File: config.mk
export PLATFORM = sky130hd
export DESIGN_NAME = uart_num_rx
export DESIGN_NICKNAME = d
export VERILOG_FILES = /design/src/rtl/uart_num_rx.sv
export SDC_FILE = /design/constraint.sdc
export NUM_CORES = 1
export LEC_CHECK = 0
export CELL_PAD_IN_SITES_DETAIL_PLACEMENT = 1
export CELL_PAD_IN_SITES_GLOBAL_PLACEMENT = 2
export CORE_MARGIN = 3
export CORE_UTILIZATION = 39
export DETAILED_ROUTE_END_ITERATION = 8
export GPL_TIMING_DRIVEN = 1
export PLACE_DENSITY = 0.84
export SLEW_MARGIN = 20
export SYNTH_ARGS = -nofsm -noshare
export SYNTH_HDL_FRONTEND = slang
export SYNTH_SLANG_ARGS = --single-unit
File: constraint.sdc
create_clock -name clk -period 5.1 [get_ports clk]
set_input_delay 1.53 -clock clk [delete_from_list [all_inputs] [get_ports clk]]
set_output_delay 1.53 -clock clk [all_outputs]
set_load 0.1 [all_outputs]
File: src/rtl/uart_num_rx.sv
// rtl/uart_num_rx.sv - 8N1 UART receiver with newline-terminated decimal line parser
// Emits raw bytes, framing/parse error strobes and a 16-bit parsed value (0-9999).
module uart_num_rx #(
    parameter int CLK_FRE   = 50,
    parameter int UART_RATE = 115200
) (
    input  logic        clk,
    input  logic        rst_n,
    input  logic        uart_rx,
    output logic [7:0]  rx_byte,
    output logic        rx_valid,
    output logic [15:0] data,
    output logic        data_valid,
    output logic        frame_err,
    output logic        parse_err
);

    localparam int CYCLE = CLK_FRE * 1000000 / UART_RATE;
    localparam int CNT_W = $clog2(CYCLE);

    localparam logic [CNT_W-1:0] HALF_M1 = CNT_W'(CYCLE / 2 - 1);
    localparam logic [CNT_W-1:0] FULL_M1 = CNT_W'(CYCLE - 1);
    localparam logic [CNT_W-1:0] CNT_ONE = CNT_W'(1);

    localparam logic [1:0] S_IDLE  = 2'd0;
    localparam logic [1:0] S_START = 2'd1;
    localparam logic [1:0] S_DATA  = 2'd2;
    localparam logic [1:0] S_STOP  = 2'd3;

    localparam logic [7:0] CH_LF    = 8'h0A;
    localparam logic [7:0] CH_CR    = 8'h0D;
    localparam logic [7:0] CH_SPACE = 8'h20;
    localparam logic [7:0] CH_ZERO  = 8'h30;
    localparam logic [7:0] CH_NINE  = 8'h39;

    logic             r_rx_s1;
    logic             r_rx_s2;
    logic             r_rx_prev;
    logic [1:0]       r_state;
    logic [CNT_W-1:0] r_baud_cnt;
    logic [2:0]       r_bit_cnt;
    logic [7:0]       r_shift;
    logic [7:0]       r_rx_byte;
    logic             r_rx_valid;
    logic             r_frame_err;

    logic [13:0]      r_acc;
    logic [2:0]       r_digit_cnt;
    logic             r_err;
    logic [15:0]      r_data;
    logic             r_data_valid;
    logic             r_parse_err;

    logic             w_start;
    logic             w_baud_done;
    logic             w_is_digit;
    logic [13:0]      w_acc_x10;
    logic [13:0]      w_acc_next;

    // Synchroniser and edge register reset low, so a line held low through reset cannot start a frame.
    assign w_start     = r_rx_prev & ~r_rx_s2;
    assign w_baud_done = (r_baud_cnt == FULL_M1);

    always_ff @(posedge clk) begin
        if (!rst_n) begin
            r_rx_s1     <= 1'b0;
            r_rx_s2     <= 1'b0;
            r_rx_prev   <= 1'b0;
            r_state     <= S_IDLE;
            r_baud_cnt  <= '0;
            r_bit_cnt   <= 3'd0;
            r_shift     <= 8'd0;
            r_rx_byte   <= 8'd0;
            r_rx_valid  <= 1'b0;
            r_frame_err <= 1'b0;
        end else begin
            r_rx_s1     <= uart_rx;
            r_rx_s2     <= r_rx_s1;
            r_rx_prev   <= r_rx_s2;
            r_rx_valid  <= 1'b0;
            r_frame_err <= 1'b0;
            case (r_state)
                S_IDLE: begin
                    if (w_start) begin
                        r_state    <= S_START;
                        r_baud_cnt <= '0;
                    end
                end
                S_START: begin
                    if (r_baud_cnt == HALF_M1) begin
                        r_baud_cnt <= '0;
                        r_bit_cnt  <= 3'd0;
                        r_state    <= r_rx_s2 ? S_IDLE : S_DATA;
                    end else begin
                        r_baud_cnt <= r_baud_cnt + CNT_ONE;
                    end
                end
                S_DATA: begin
                    if (w_baud_done) begin
                        r_baud_cnt <= '0;
                        r_shift    <= {r_rx_s2, r_shift[7:1]};
                        r_bit_cnt  <= r_bit_cnt + 3'd1;
                        if (r_bit_cnt == 3'd7) begin
                            r_state <= S_STOP;
                        end
                    end else begin
                        r_baud_cnt <= r_baud_cnt + CNT_ONE;
                    end
                end
                S_STOP: begin
                    if (w_baud_done) begin
                        r_baud_cnt <= '0;
                        r_state    <= S_IDLE;
                        if (r_rx_s2) begin
                            r_rx_byte  <= r_shift;
                            r_rx_valid <= 1'b1;
                        end else begin
                            r_frame_err <= 1'b1;
                        end
                    end else begin
                        r_baud_cnt <= r_baud_cnt + CNT_ONE;
                    end
                end
                default: r_state <= S_IDLE;
            endcase
        end
    end

    assign w_is_digit = (r_rx_byte >= CH_ZERO) && (r_rx_byte <= CH_NINE);
    assign w_acc_x10  = {r_acc[10:0], 3'b000} + {r_acc[12:0], 1'b0};
    assign w_acc_next = w_acc_x10 + {10'd0, r_rx_byte[3:0]};

    always_ff @(posedge clk) begin
        if (!rst_n) begin
            r_acc        <= 14'd0;
            r_digit_cnt  <= 3'd0;
            r_err        <= 1'b0;
            r_data       <= 16'd0;
            r_data_valid <= 1'b0;
            r_parse_err  <= 1'b0;
        end else begin
            r_data_valid <= 1'b0;
            r_parse_err  <= 1'b0;
            if (r_frame_err) begin
                r_err <= 1'b1;
            end else if (r_rx_valid) begin
                if (w_is_digit) begin
                    if (r_digit_cnt < 3'd4) begin
                        r_acc       <= w_acc_next;
                        r_digit_cnt <= r_digit_cnt + 3'd1;
                    end else begin
                        r_err <= 1'b1;
                    end
                end else if (r_rx_byte == CH_LF) begin
                    if ((r_digit_cnt != 3'd0) && !r_err) begin
                        r_data       <= {2'b00, r_acc};
                        r_data_valid <= 1'b1;
                    end else begin
                        r_parse_err <= 1'b1;
                    end
                    r_acc       <= 14'd0;
                    r_digit_cnt <= 3'd0;
                    r_err       <= 1'b0;
                end else if ((r_rx_byte != CH_CR) && (r_rx_byte != CH_SPACE)) begin
                    r_err <= 1'b1;
                end
            end
        end
    end

    assign rx_byte    = r_rx_byte;
    assign rx_valid   = r_rx_valid;
    assign data       = r_data;
    assign data_valid = r_data_valid;
    assign frame_err  = r_frame_err;
    assign parse_err  = r_parse_err;

endmodule

After elaboration in Yosys (flattened, before gate mapping)
Index checks and enable logic that the tools add are counted.
Word-level totals
  register bits after elaboration: 69
  latch bits: 0
  RAM bits: 0
  bits in read-only memories: 0
  output and inout port bits: 28
  word-level logic and storage cells: 97
  memories kept: 0
Operators by class
  add/sub/neg operators: 5
  multiply operators: 0
  divide/modulo/power cells: 0
  order comparisons: 3
  equal/unequal tests: 16
  shift operators: 0
  mux-type cells: 30
  bitwise logic cells: 7
  reductions and logical operators: 20
Operator list (number)
  $mux 14: 3
  $mux 9: 3
  $pmux 9 s3: 1
  $mux 3: 5
  $add 14x14->14: 1
  $add 14x4->14: 1
  $mux 2: 6
  $reduce_and 3->1: 4
  $mux 1: 10
  $ne 2x2->1 const B: 5
  $reduce_and 5->1: 2
  $add 9x1->9 const B: 1
  $eq 9x8->1 const B: 1
  $eq 9x9->1 const B: 1
  $eq 8x4->1 const B: 1
  $ge 8x6->1 const B: 1
  $le 8x6->1 const B: 1
  $ne 8x4->1 const B: 1
  $ne 8x6->1 const B: 1
  $pmux 2 s4: 1
  $add 3x1->3 const B: 2
  $not 1->1: 6
  $pmux 3 s2: 1
  $reduce_bool 2->1: 3
  16 further kinds: 19

Logic depth before layout (Yosys ltp)
  depth after elaboration: 7
  gate-level depth with buffers: 10
  depth with buffers taken out: 10

Worst setup path before layout
OpenSTA, ideal clock, no wires.
  kind: flip-flop to flip-flop
  start: reg r_rx_byte[3] (netlist: rx_byte[3])
  end: reg r_acc[12]
  arrival: 3029 ps
  data required time: 4982 ps
  setup slack: 1953 ps
  cell stages (with the launch flop): 10
  buffers on the path: 0
  cells stage by stage: dfxtp_1 -> inv_1 -> fa_1 -> fa_1 -> nand2b_1 -> a21oi_1 -> o21ai_1 -> o31ai_1 -> xnor2_1 -> o21ai_1
On the way
  word-level cells in the longest chain between the ends: 4
  elaborated cells on any way between the ends: 10
Ends and longest elaborated chain
  start, declared: RTL line 43  | logic [7:0] r_rx_byte;
  start signal, assigned: RTL line 115  | r_rx_byte <= r_shift;
  $ge 8x6->1 / $le 8x6->1 (equally long branches): RTL line 129  | assign w_is_digit = (r_rx_byte >= CH_ZERO) && (r_rx_byte <= CH_NINE);
  $logic_and 1x1->1: RTL line 129
  $ne 2x1->1 (no source line) / $reduce_bool 2->1 (equally long branches)
  $reduce_and 4->1 (no source line)
  end signal, assigned: RTL line 149  | r_acc <= w_acc_next;
  end, declared: RTL line 47  | logic [13:0] r_acc;
Several ways; a longest one is shown, not always the timed one. The select of a mux whose other input is x is not followed.
A chain may end at the register's enable or synchronous reset.

Worst setup path after layout
  start: reg r_rx_byte[2] (netlist: rx_byte[2])
  end: out rx_byte[2]
RTL lines
  end, declared: RTL line 10  | output logic [7:0] rx_byte,
No word-level cell between the ends.

==> results.yml <==
worst_setup_path:
  crit_fanout: 7
  endpoint_kind: "output pin"
  critPathLaunchType: "register"
  crit_family: "buffers and inverters"
  crit_path_top_delay_cell: "clkdlybuf4s50_1"
  cp.arrival_ps: 2040
  path_class: "register to output pin"
  cp.required_ps: 3570
  cp_num_buf_inv: 1
  cp_cell_sequence: "clkdlybuf4s50_1"
  cp_slowest_stage_delay_ps: 1200
placement:
  portBuffers: 28
  gp_congestion: 0.7582
  place_inst: 521
  dp_hpwl_um: 6155
logic_synthesis:
  ys_async_sr_fraction: 0
  syn_area_mm2: 0.003627
  ys_seq_elements: 69
  ys_top_cells_by_area: "dfxtp_1, ha_1, nand2_1, nor2b_1, o21ai_0"
  avgSynthCellArea_um2: 9.068
  synth_cell_types: 62
  synth_top_cell_by_area: "dfxtp_1"
  synth_cells: 400
  synthFlopType: "dfxtp_1"
  seq_area_frac_synth: 0.3808
  yosys_warnings: 0
  synth_top_area_frac: 0.3808
  synth_edf_count: 0
timing:
  worst_slew_pin_slew_ps: 979.8
  finalSetupViolations: 0
  fin_setup_tns_ps: 0
  drv_slew: 0
  finalCriticalPeriod_ps: 3575
  rsz0062_at_grt: "no"
  timing.fmax_mhz: 279.8
  skew_ps: 13.82
  hold_ws_ps: 449.8
  period_share: 0.7009
  final_hold_viol_count: 0
  maxSlewHeadroom: 0.3448
global_routing:
  grt_pass1_vias: 2967
  grt_pass1_wl_um: 13950
  grt_usage: 0.1695
  grt_max_degree: 40
  grt-ovfl-total: 0
  grt_util_met1: 0.1946
  use_met3: 0.04778
  grt_busiest_layer: "met2"
  grt_use_met2: 0.3073
  antenna_found_initial: 0
clock_network:
  clockBufferDepth: 2
  clockRootBuffer: "clkbuf_8"
  post_cts_buffers: 0
  cts_made_buffers: 9
  clk_pin_slew_ps: 80
  cts_max_level: 3
  clock-sinks: 69
  cts_tree: "yes"
  post_cts_resized: 0
  cts_hold_buffers: 0
  clock_latency_ps: 360
status:
  status: "complete, no violations"
layout:
  final_common_cell: "dfxtp_1"
  nNetsFinal: 458
  area_growth_pct: 13.90
  nFillCells: 1026
  drive_above_1_share: 0.08625
  diodes: 0
  final_cell_mix: "dfxtp_1, nand2_1, ha_1"
  fin_cells: 537
pwr:
  seq_power_share: 0.512
  switching_power_uw: 340.4
  p_per_area_mw_per_mm2: 270.8
  leakagePower_uw: 0.001673
  p_comb_frac: 0.105
  vdd_ir_drop_max_mv: 0.1605
  pwr-share-clk: 0.383
  p_int_uw: 778.3
  p_sw_frac: 0.3043
floorplan:
  die_h_um: 102.4
  core.rowCount: 34
  die_area_mm2: 0.01049
  io_pins: 31
  die_width_um: 102.4
  coreArea_mm2: 0.008891
  start_util: 0.4080
hold_path:
  min_path_type: "register to register"
drt:
  dr.pass1.iters: 5
  drt_wl_total_um: 8362
  drt_iter0_markers: 59
  wl_per_cell_um: 15.57
  post-route-drc-count: 0
  via_count: 2821
  via_per_inst: 5.253
  ant_nets: 0
run:
  cap_violations: 0
[registers in the layout (all words and copies together) (netlist names), 3 cells and up, named ones only]
register / count
r_bit_cnt: 3
r_baud_cnt: 9
data: 14
r_digit_cnt: 3
rx_byte: 8
r_shift: 8
r_acc: 14
[power by group through the flow]
stage	clock network (µW)	logic [µW]	registers [µW]
after detailed placement	0	115	585
after global routing	467	134	576
after global placement	0	115	585
final	429	117	573
after floorplan	0	127	565
after CTS	445	118	572
[cell type report]
type,instances,area (µm²),area share
Inverter,16,62.56,0.01514
Clock buffer,9,123.9,0.02998
Clock inverter,7,63.81,0.01545
Tap cell,108,135.1,0.03271
Sequential cell,69,1381,0.3343
Timing Repair Buffer,29,282.8,0.06844
Multi-Input combinational cell,299,2082,0.5039
[path summary, 6_finish.rpt]
| path | from | to | slack [ps] | cells past startpoint |
|---|---|---|---|---|
| worst max register to register | rx_byte[3] | r_acc[12] | 2360 | 9 |
| worst max-delay path | rx_byte[2] | rx_byte[2] | 1530 | 1 |
| worst min register to register | data[5] | data[5] | 450 | 2 |
| worst min-delay path | data[5] | data[5] | 450 | 2 |
[metrics by stage]
stage / setup slack [ps] / utilization / total power [µW] / area (µm²)
floorplan: 1953 / - / 692.0 / 3631
global placement: 1914 / 0.4433 / 699.8 / 3941
detailed placement: 1890 / 0.4436 / 699.8 / 3944
CTS: 1504 / 0.4647 / 1135 / 4131
global route: 1454 / 0.4647 / 1177 / 4131
finish: 1525 / 0.4647 / 1119 / 4131
[synthesized netlist by cell type (all sizes together), types with 2 or more instances]
library cell   n
and4bb         2
dfxtp         69
o21a           2
a21oi         12
o31ai          2
inv           16
xnor2          7
mux2i          9
nor2b         22
fa             2
a22oi          8
a31o           2
xor2           6
o21ai         27
nand3         18
and3           5
nor4b          3
nor3           4
and2           6
clkbuf         7
nor2          15
ha            29
a31oi          3
a21o           2
buf           10
o211a          2
nand2b         8
nand2         61
a21boi        23
[cell families (layout without fill, tap and decap cells)]
logic type | Yosys count | after routing | share of synthesized area
simple gates | 153 | 153 | 0.2294
compound gates | 91 | 91 | 0.1745
flops | 69 | 69 | 0.3808
buf+inv | 33 | 61 | 0.04691
fa+ha+maj | 31 | 31 | 0.1111
xor+xnor | 13 | 13 | 0.03139
mux | 9 | 9 | 0.02484
other cells | 1 | 2 | 0.001034
[layer usage]
layer  vias up  routed length (µm)
li1       1426                   -
met1      1357                3690
met2        26                4363
met3        12                 205
met4         0                 102
met5         -                   0
Note: power is estimated with default switching activity, not from simulation.
